[src/rtl/pool_pkg.sv]
`default_nettype none
// ============================================================================
// Module      : pool_pkg
// Description : Shared types and default sizes for the 2x2 max-pool window
//               controller.
// Revision    : 1.0 - initial release
// ============================================================================
package pool_pkg;

    localparam int DATA_W_DEF   = 9;
    localparam int MAX_COLS_DEF = 64;

    typedef enum logic [1:0] {
        ST_IDLE  = 2'd0,
        ST_RUN   = 2'd1,
        ST_FLUSH = 2'd2,
        ST_DONE  = 2'd3
    } state_t;

endpackage
`default_nettype wire

[src/rtl/pool_line_buf.sv]
`default_nettype none
// ============================================================================
// Module      : pool_line_buf
// Description : One-row pixel store, single write port, two async read ports.
// Revision    : 1.0 - initial release
// ============================================================================
module pool_line_buf
    import pool_pkg::*;
#(
    parameter int DATA_W   = DATA_W_DEF,
    parameter int MAX_COLS = MAX_COLS_DEF,
    parameter int AW       = $clog2(MAX_COLS)
) (
    input  logic              clk,
    input  logic              we_i,
    input  logic [AW-1:0]     waddr_i,
    input  logic [DATA_W-1:0] wdata_i,
    input  logic [AW-1:0]     raddr0_i,
    input  logic [AW-1:0]     raddr1_i,
    output logic [DATA_W-1:0] rdata0_o,
    output logic [DATA_W-1:0] rdata1_o
);

    // No reset: every entry is written on an even row before an odd row reads it.
    logic [DATA_W-1:0] mem_q [MAX_COLS];

    always_ff @(posedge clk) begin
        if (we_i) begin
            mem_q[waddr_i] <= wdata_i;
        end
    end

    assign rdata0_o = mem_q[raddr0_i];
    assign rdata1_o = mem_q[raddr1_i];

endmodule
`default_nettype wire

[src/rtl/pool_ctrl.sv]
`default_nettype none
// ============================================================================
// Module      : pool_ctrl
// Description : Gathers a raster pixel stream into 2x2 windows for max-pool.
// Revision    : 1.0 - initial release
// ============================================================================
module pool_ctrl
    import pool_pkg::*;
#(
    parameter int DATA_W   = DATA_W_DEF,
    parameter int MAX_COLS = MAX_COLS_DEF,
    parameter int CNT_W    = $clog2(MAX_COLS) + 1
) (
    input  logic              clk,
    input  logic              rst,
    input  logic              start,
    input  logic [CNT_W-1:0]  cfg_cols,
    input  logic [CNT_W-1:0]  cfg_rows,
    input  logic              in_valid,
    input  logic [DATA_W-1:0] in_data,
    output logic              in_ready,
    output logic              win_valid,
    output logic [DATA_W-1:0] win_a00,
    output logic [DATA_W-1:0] win_a01,
    output logic [DATA_W-1:0] win_a10,
    output logic [DATA_W-1:0] win_a11,
    input  logic              win_ready,
    output logic              busy,
    output logic              done
);

    localparam int AW = $clog2(MAX_COLS);

    state_t              state_q, state_d;
    logic [CNT_W-1:0]    cols_q, cols_d, rows_q, rows_d;
    logic [CNT_W-1:0]    col_q, col_d, row_q, row_d;
    logic [DATA_W-1:0]   left_q, left_d;
    logic [DATA_W-1:0]   a00_q, a00_d, a01_q, a01_d, a10_q, a10_d, a11_q, a11_d;
    logic                win_valid_q, win_valid_d;

    logic                w_accept;
    logic                w_last_col;
    logic                w_last_pix;
    logic                w_pool_load;
    logic                w_buf_we;
    logic                w_cfg_ok;
    logic [AW-1:0]       w_col_lo;
    logic [AW-1:0]       w_col_lo_m1;
    logic [DATA_W-1:0]   w_rd0, w_rd1;

    assign in_ready    = (state_q == ST_RUN) && !(win_valid_q && !win_ready);
    assign w_accept    = in_valid && in_ready;
    assign w_last_col  = (col_q == cols_q - CNT_W'(1));
    assign w_last_pix  = w_last_col && (row_q == rows_q - CNT_W'(1));
    // Odd row, odd column closes a 2x2 block; trailing odd column/row never does.
    assign w_pool_load = w_accept && row_q[0] && col_q[0];
    assign w_buf_we    = w_accept && !row_q[0];
    assign w_cfg_ok    = (cfg_cols >= CNT_W'(2)) && (cfg_rows >= CNT_W'(2)) &&
                         (cfg_cols <= CNT_W'(MAX_COLS));
    assign w_col_lo    = col_q[AW-1:0];
    assign w_col_lo_m1 = w_col_lo - AW'(1);

    pool_line_buf #(
        .DATA_W   (DATA_W),
        .MAX_COLS (MAX_COLS),
        .AW       (AW)
    ) u_line_buf (
        .clk      (clk),
        .we_i     (w_buf_we),
        .waddr_i  (w_col_lo),
        .wdata_i  (in_data),
        .raddr0_i (w_col_lo_m1),
        .raddr1_i (w_col_lo),
        .rdata0_o (w_rd0),
        .rdata1_o (w_rd1)
    );

    always_comb begin
        state_d     = state_q;
        cols_d      = cols_q;
        rows_d      = rows_q;
        col_d       = col_q;
        row_d       = row_q;
        left_d      = left_q;
        a00_d       = a00_q;
        a01_d       = a01_q;
        a10_d       = a10_q;
        a11_d       = a11_q;
        win_valid_d = win_valid_q;

        case (state_q)
            ST_IDLE: begin
                if (start && w_cfg_ok) begin
                    state_d = ST_RUN;
                    cols_d  = cfg_cols;
                    rows_d  = cfg_rows;
                    col_d   = '0;
                    row_d   = '0;
                end
            end
            ST_RUN: begin
                if (w_accept) begin
                    if (w_last_col) begin
                        col_d = '0;
                        row_d = row_q + CNT_W'(1);
                    end else begin
                        col_d = col_q + CNT_W'(1);
                    end
                    if (w_last_pix) begin
                        state_d = ST_FLUSH;
                    end
                end
            end
            ST_FLUSH: begin
                if (!win_valid_q) begin
                    state_d = ST_DONE;
                end
            end
            ST_DONE: state_d = ST_IDLE;
            default: state_d = ST_IDLE;
        endcase

        if (w_accept && row_q[0] && !col_q[0]) begin
            left_d = in_data;
        end

        // A new window may replace one being handed off in the same cycle.
        if (w_pool_load) begin
            a00_d       = w_rd0;
            a01_d       = w_rd1;
            a10_d       = left_q;
            a11_d       = in_data;
            win_valid_d = 1'b1;
        end else if (win_valid_q && win_ready) begin
            win_valid_d = 1'b0;
        end
    end

    always_ff @(posedge clk or posedge rst) begin
        if (rst) begin
            state_q     <= ST_IDLE;
            cols_q      <= '0;
            rows_q      <= '0;
            col_q       <= '0;
            row_q       <= '0;
            left_q      <= '0;
            a00_q       <= '0;
            a01_q       <= '0;
            a10_q       <= '0;
            a11_q       <= '0;
            win_valid_q <= 1'b0;
        end else begin
            state_q     <= state_d;
            cols_q      <= cols_d;
            rows_q      <= rows_d;
            col_q       <= col_d;
            row_q       <= row_d;
            left_q      <= left_d;
            a00_q       <= a00_d;
            a01_q       <= a01_d;
            a10_q       <= a10_d;
            a11_q       <= a11_d;
            win_valid_q <= win_valid_d;
        end
    end

    assign win_valid = win_valid_q;
    assign win_a00   = a00_q;
    assign win_a01   = a01_q;
    assign win_a10   = a10_q;
    assign win_a11   = a11_q;
    assign busy      = (state_q != ST_IDLE);
    assign done      = (state_q == ST_DONE);

endmodule
`default_nettype wire

[config.mk]
export PLATFORM = sky130hd
export DESIGN_NAME = pool_ctrl
export DESIGN_NICKNAME = d
export VERILOG_FILES = /design/src/rtl/pool_pkg.sv /design/src/rtl/pool_line_buf.sv /design/src/rtl/pool_ctrl.sv
export SDC_FILE = /design/constraint.sdc
export NUM_CORES = 1
export LEC_CHECK = 0
export CAP_MARGIN = 20
export CORE_MARGIN = 2
export CORE_UTILIZATION = 40
export DETAILED_ROUTE_END_ITERATION = 16
export PLACE_DENSITY = 0.62
export SETUP_SLACK_MARGIN = 0.15
export SLEW_MARGIN = 20
export SYNTH_ARGS = -nofsm -noshare
export SYNTH_HDL_FRONTEND = slang
export SYNTH_SLANG_ARGS = --single-unit
[constraint.sdc]
create_clock -name clk -period 4.1 [get_ports clk]
set_input_delay 1.025 -clock clk [delete_from_list [all_inputs] [get_ports clk]]
set_output_delay 1.025 -clock clk [all_outputs]
set_load 0.02 [all_outputs]
# Word level (Yosys, flattened, before mapping)
# Memory sizes are Yosys's and may differ from the RTL's. A register that Yosys moved wholly into a read port is not among the register bits.
# Cells that the tools add are included.
# classes
order_cmp	3
n_reduce_logical	24
addsub	5
mux	16
n_eq_ne	10
# ops
op	count
7-bit two-way mux	5
7-bit case mux with 2 select lines	2
7-bit by 1-bit adder with 7-bit output (second input constant)	2
7-bit == test	2
7-bit by 2-bit >= comparator with 1-bit output (second input constant)	2
7-bit by 1-bit subtractor with 7-bit output (second input constant)	2
1-bit logical AND	12
2-bit != test (second input constant)	5
2-bit two-way mux	4
2-bit case mux with 4 select lines	1
4-bit AND reduction	2
7-bit less-or-equal comparator (second input constant)	1
2-bit nonzero test	3
6-bit by 1-bit subtractor with 6-bit output (second input constant)	1
2-bit == test (second input constant)	2
1-bit logical NOT	4
1-bit two-way mux	4
3-bit AND reduction	1
2-bit by 1-bit == test with 1-bit output (second input constant)	1
2-bit logical NOT	1
2-bit AND reduction	1
# totals
out_inout_bits	40
mem_count	1
elab_cells	68
ram_bits	576
input_bits	28
reg_bits	58
# mem_list
name	words	width	read_ports	rd_clocked_by_memory_dff	write_ports	line_no	rtl
u_line_buf.mem_q	64	9	2	2	1	pool_line_buf.sv:25	logic [DATA_W-1:0] mem_q [MAX_COLS];

# Depth between registers and ports, before layout
# depth
depth_word	8
mapped_depth	16
depth_no_buf	9

# Hierarchy
# A second synthesis with hierarchy kept.
# unflattened
hier_cells	1682
area_unflattened_um2	30839.6
# modules_own_cells
mod	cells_each	area_per_inst_um2	instances	seq_area_each_um2
pool_line_buf	1363	27020.9	1	17296.6
pool_ctrl	319	3818.7	1	1901.8

# Worst setup path before layout
# OpenSTA, ideal clock, no wires.
# synth_path
kind	register to register
from	register col_q[0]
to	register a00_q[2] (netlist: win_a00[2]), read port of u_line_buf.mem_q
path_slack_ns	0.365
arrival_time_ns	3.609
path_buffers	7
period_less_slack_ns	3.735
stages_incl_launch_ff	14
setup_ns	0.126
t_required_ns	3.974
path_cell_list	dfrtp_1 buf_6 buf_6 buf_4 inv_2 buf_1 buf_1 ha_1 buf_2 clkbuf_1 mux4_2 mux4_2 mux2_2 a221o_1
# synth_via
elab_chain_len	1
elab_cells_between_ends	2
classes_between	1 x add/sub; 1 x reduce/logical
# synth_rtl
element	line_no	rtl
from (decl)	pool_ctrl.sv:36	logic [CNT_W-1:0] col_q, col_d, row_q, row_d;
from (signal assigned)	pool_ctrl.sv:156	col_q <= col_d;
6-bit by 1-bit subtractor with 6-bit output or 1-bit logical AND (tied branches)	pool_ctrl.sv:61, pool_ctrl.sv:56	
to (decl)	pool_ctrl.sv:38	logic [DATA_W-1:0] a00_q, a00_d, a01_q, a01_d, a10_q, a10_d, a11_q, a11_d;
# Several ways; a longest one is shown, not always the timed one.
# A chain may end at the register's enable or synchronous reset.

# Final worst setup path
# layout_path
from	input port win_ready
to	output port in_ready
# layout_via
elab_chain_len	4
# layout_rtl
element	line_no	rtl
from (decl)	pool_ctrl.sv:27	input logic win_ready,
1-bit logical NOT	pool_ctrl.sv:51	assign in_ready = (state_q == ST_RUN) && !(win_valid_q && !win_ready);
1-bit logical AND	pool_ctrl.sv:51	
1-bit logical NOT	pool_ctrl.sv:51	
1-bit logical AND	pool_ctrl.sv:51	
to (decl)	pool_ctrl.sv:21	output logic in_ready,
# Every way passes these cells.

==> results.md <==
- Status: complete, no violations
- H-Tree Depth: 3
- Synth area leaders: edfxtp_1 (57%), mux4_2 (14%), dfrtp_1 (6.2%)
- Full die area: 0.0786 sq mm
- Clk pin slew, worst setup/hold paths: 60 ps
- Routed WL: 100 mm
- GRT Overall Usage: 25.4%
- Io pins: 68
- Pleak: 11.8 nW
- Clock power share: 24.1%
- Maximum fanout along the worst path: 4
- Sequential share of power: 31.2%
- Post-route DRC: 0
- Share of post-route cells with drive strength above 1: 25.6%
- Vias in the first global route: 20,100
- Predominant post-synthesis flop cell: edfxtp_1
- Max-slew violations: 0
- Post-Syn Nets: 1,982
- Yosys cell types: 70
- Comb power frac: 44.7%
- Fmax achieved: 295 MHz
- CP most frequent cell: clkdlybuf4s50_1
- WL/cell: 31.7 microns
- # hold bufs at CTS: 0
- CTS tree: done
- Slowest CP cell: clkdlybuf4s50_1
- Pwr Total: 26.2 mW
- CTS Root Cell: clkbuf_16
- Mux share of post-synthesis cell area: 19.7%
- Power per Cell Area: 739 mW/mm^2
- Drt first pass iters: 6
- Crit-path max cell delay: 600 ps
- Final design utilization: 46.8%
- Die Wd: 280 microns
- Largest family of logic cells by synthesized area: multiplexers
- Routability Congestion: 0.975
- Setup violations, final: 0
- Peak supply drop: 0.561 mV
- Post-CTS setup buffer count: 0
- Unrepaired setup endpoints after global routing: no
- Setup CP Type: in2out
- Worst hold path class: reg2reg
- Core Rows: 101
- Req. time, crit path: 3070 ps
- CTS Buf Count: 68
- Netlist Area Pre-Place: 0.0306 sq mm
- Max Cap Viol: 0
- EDFF count, synth: 576
- IO Port Bufs: 67
- Critical path arrival: 2360 ps
- Startpoint Class: input pin
- Synth warn: 0
- Clock Latency Late Sink: 630 ps
- Core ar.: 0.0758 sq mm
- Critical-path cell list: clkdlybuf4s50_1, nand2b_1, and2_1, clkdlybuf4s50_1
- Post-synthesis xor/xnor area fraction: 0.700%
- Post-synth top cells: edfxtp_1 (576), mux4_2 (191), nor2_1 (156)
- Area growth, synth to finish: 16.1%
- FF+latch count, synth: 652
- Minimum clock period: 3380 ps
- DR iter-0 viols: 2,592
- Nets: 2,153
- Simple-gate share of the synthesized area: 5.75%
- Switching pwr: 10.3 mW
- Via density per instance: 6.44
- Largest net degree at the start of global routing: 82
- Top cell type's share of synthesized area: 56.6%
- Critical Path Sink Type: output port
- Detailed placer's ending HPWL: 66.8 mm
- Syn_area_per_cell: 15.7 sq um
- Hold WS: 470 ps
- Hold Violations, Final: 0
- Longest Clk Path Bufs: 3
- DRT antenna net count: 0
- Total grt overflow: 0
- Slew margin rel.: 22.8%
- Sw frac: 39.2%
- Post-synth ARST share: 11.7%
- Int Pwr: 15.9 mW
- Setup tns final: 0 ps
- Synth Area in Compound Gates: 8.20%
- First-pass GRT wire length: 143 mm
- Final Cycle Share: 82.5%
- Post-synthesis adder-cell area fraction: 0.369%
- Seq/Total Area, Yosys: 62.8%
- Starting density of the core: 40.3%
- Clock Skew: 36.1 ps
- Die height: 280 microns
- Post-cts resize count: 0
- Clock sink count: 652
- Most frequent cell after synthesis: edfxtp_1
- Via count: 20,300
- Worst-margin pin slew: 1150 ps
- Synth Instances: 1,945
- Yosys top cell by area: edfxtp_1
- Initial antenna violation count: 3
[worst max-delay path, delay by kind of cell]
| family | cells | cell delay, ps |
|---|---|---|
| buf+inv | 2 | 1050 |
| simple gates | 2 | 290 |
[flip-flops by register name (all words and copies together), names as in the netlist]
name	cells
state_q	2
win_a10	9
win_a11	9
row_q	7
col_q	7
u_line_buf.mem_q	576
left_q	9
win_a01	9
win_valid	1
win_a00	9
rows_q	7
cols_q	7
[final timing paths]
| check | startpoint | slack (ps) | cells after the start | to |
|---|---|---|---|---|
| max reg2reg | col_q[1] | 750 | 6 | u_line_buf.mem_q[29][0] |
| max in group asynchronous | rst | 2550 | 3 | win_a01[0] |
| min reg2reg | left_q[8] | 470 | 2 | win_a10[8] |
| min in group asynchronous | rst | 800 | 2 | win_a11[6] |
| max | win_ready | 720 | 4 | in_ready |
| min | left_q[8] | 470 | 2 | win_a10[8] |
[area by class of cell]
cell class,count,area (sq um)
Clock buffer,84,1850
Antenna cell,1,2.50
Multi-Input combinational cell,1141,10700
Tap cell,978,1220
Clock inverter,41,422
Fill cell,6505,40300
Timing Repair Buffer,239,2040
Inverter,14,53.8
Sequential cell,652,19200
[cells in the final DEF (no fill, tap or decap), types with 12 or more instances in the layout]
| cell type | synthesis | final |
|---|---|---|
| a21oi_1 | 59 | 59 |
| a221oi_1 | 46 | 46 |
| a22o_1 | 18 | 18 |
| a22oi_1 | 45 | 45 |
| and2_1 | 15 | 14 |
| buf_4 | 21 | 163 |
| clkbuf_1 | 60 | 12 |
| clkbuf_16 | 0 | 72 |
| clkdlybuf4s50_1 | 0 | 58 |
| clkinv_1 | 1 | 12 |
| clkinv_2 | 0 | 13 |
| dfrtp_1 | 76 | 73 |
| edfxtp_1 | 576 | 576 |
| mux2_2 | 53 | 53 |
| mux2i_1 | 109 | 109 |
| mux4_2 | 191 | 191 |
| nand2_1 | 126 | 126 |
| nand3_1 | 16 | 16 |
| nor2_1 | 156 | 152 |
| nor3_1 | 15 | 15 |
| o21ai_0 | 60 | 60 |
| o22ai_1 | 50 | 50 |
| xnor2_1 | 12 | 12 |
[metal layers]
layer / part of all wire [%] / routed length [microns] / vias up / global-route usage (%)
li1: - / - / 8251 / -
met1: 39 / 38700 / 10500 / 34.5
met5: 0.039 / 39 / - / 0
met4: 4.7 / 4720 / 6 / 10.8
met2: 44 / 44400 / 1298 / 38.1
met3: 12 / 12100 / 277 / 7.65
[power groups by stage]
stage | logic (mW) | registers [mW] | clock network (mW)
finish | 11.7 | 8.19 | 6.32
floorplan | 6.90 | 8.13 | 0
detailed placement | 11.4 | 8.30 | 0
global placement | 11.3 | 8.29 | 0
CTS | 11.5 | 8.17 | 6.39
global route | 12.1 | 8.23 | 6.62
[per-stage QoR]
stage          cells  area [sq um]  setup WS [ps]
5_1_grt         3149         35500            657
6_report        3150         35500            715
3_5_place_dp    3024         33200            392
4_1_cts         3149         35500            710
2_1_floorplan   1945         30600            365
3_3_place_gp    3024         33200            416
[kinds of logic (layout without fill, tap and decap cells)]
group,count (synthesis),in the layout
DFF,652,652
buffers and inverters,152,378
and+or+nand+nor,393,393
xor gates and xnor gates,22,22
muxes,357,357
AOI/OAI and AO/OA,360,360
other,0,1
adders and majority gates,9,9
No activity file was read; power rests on OpenSTA's default activity.
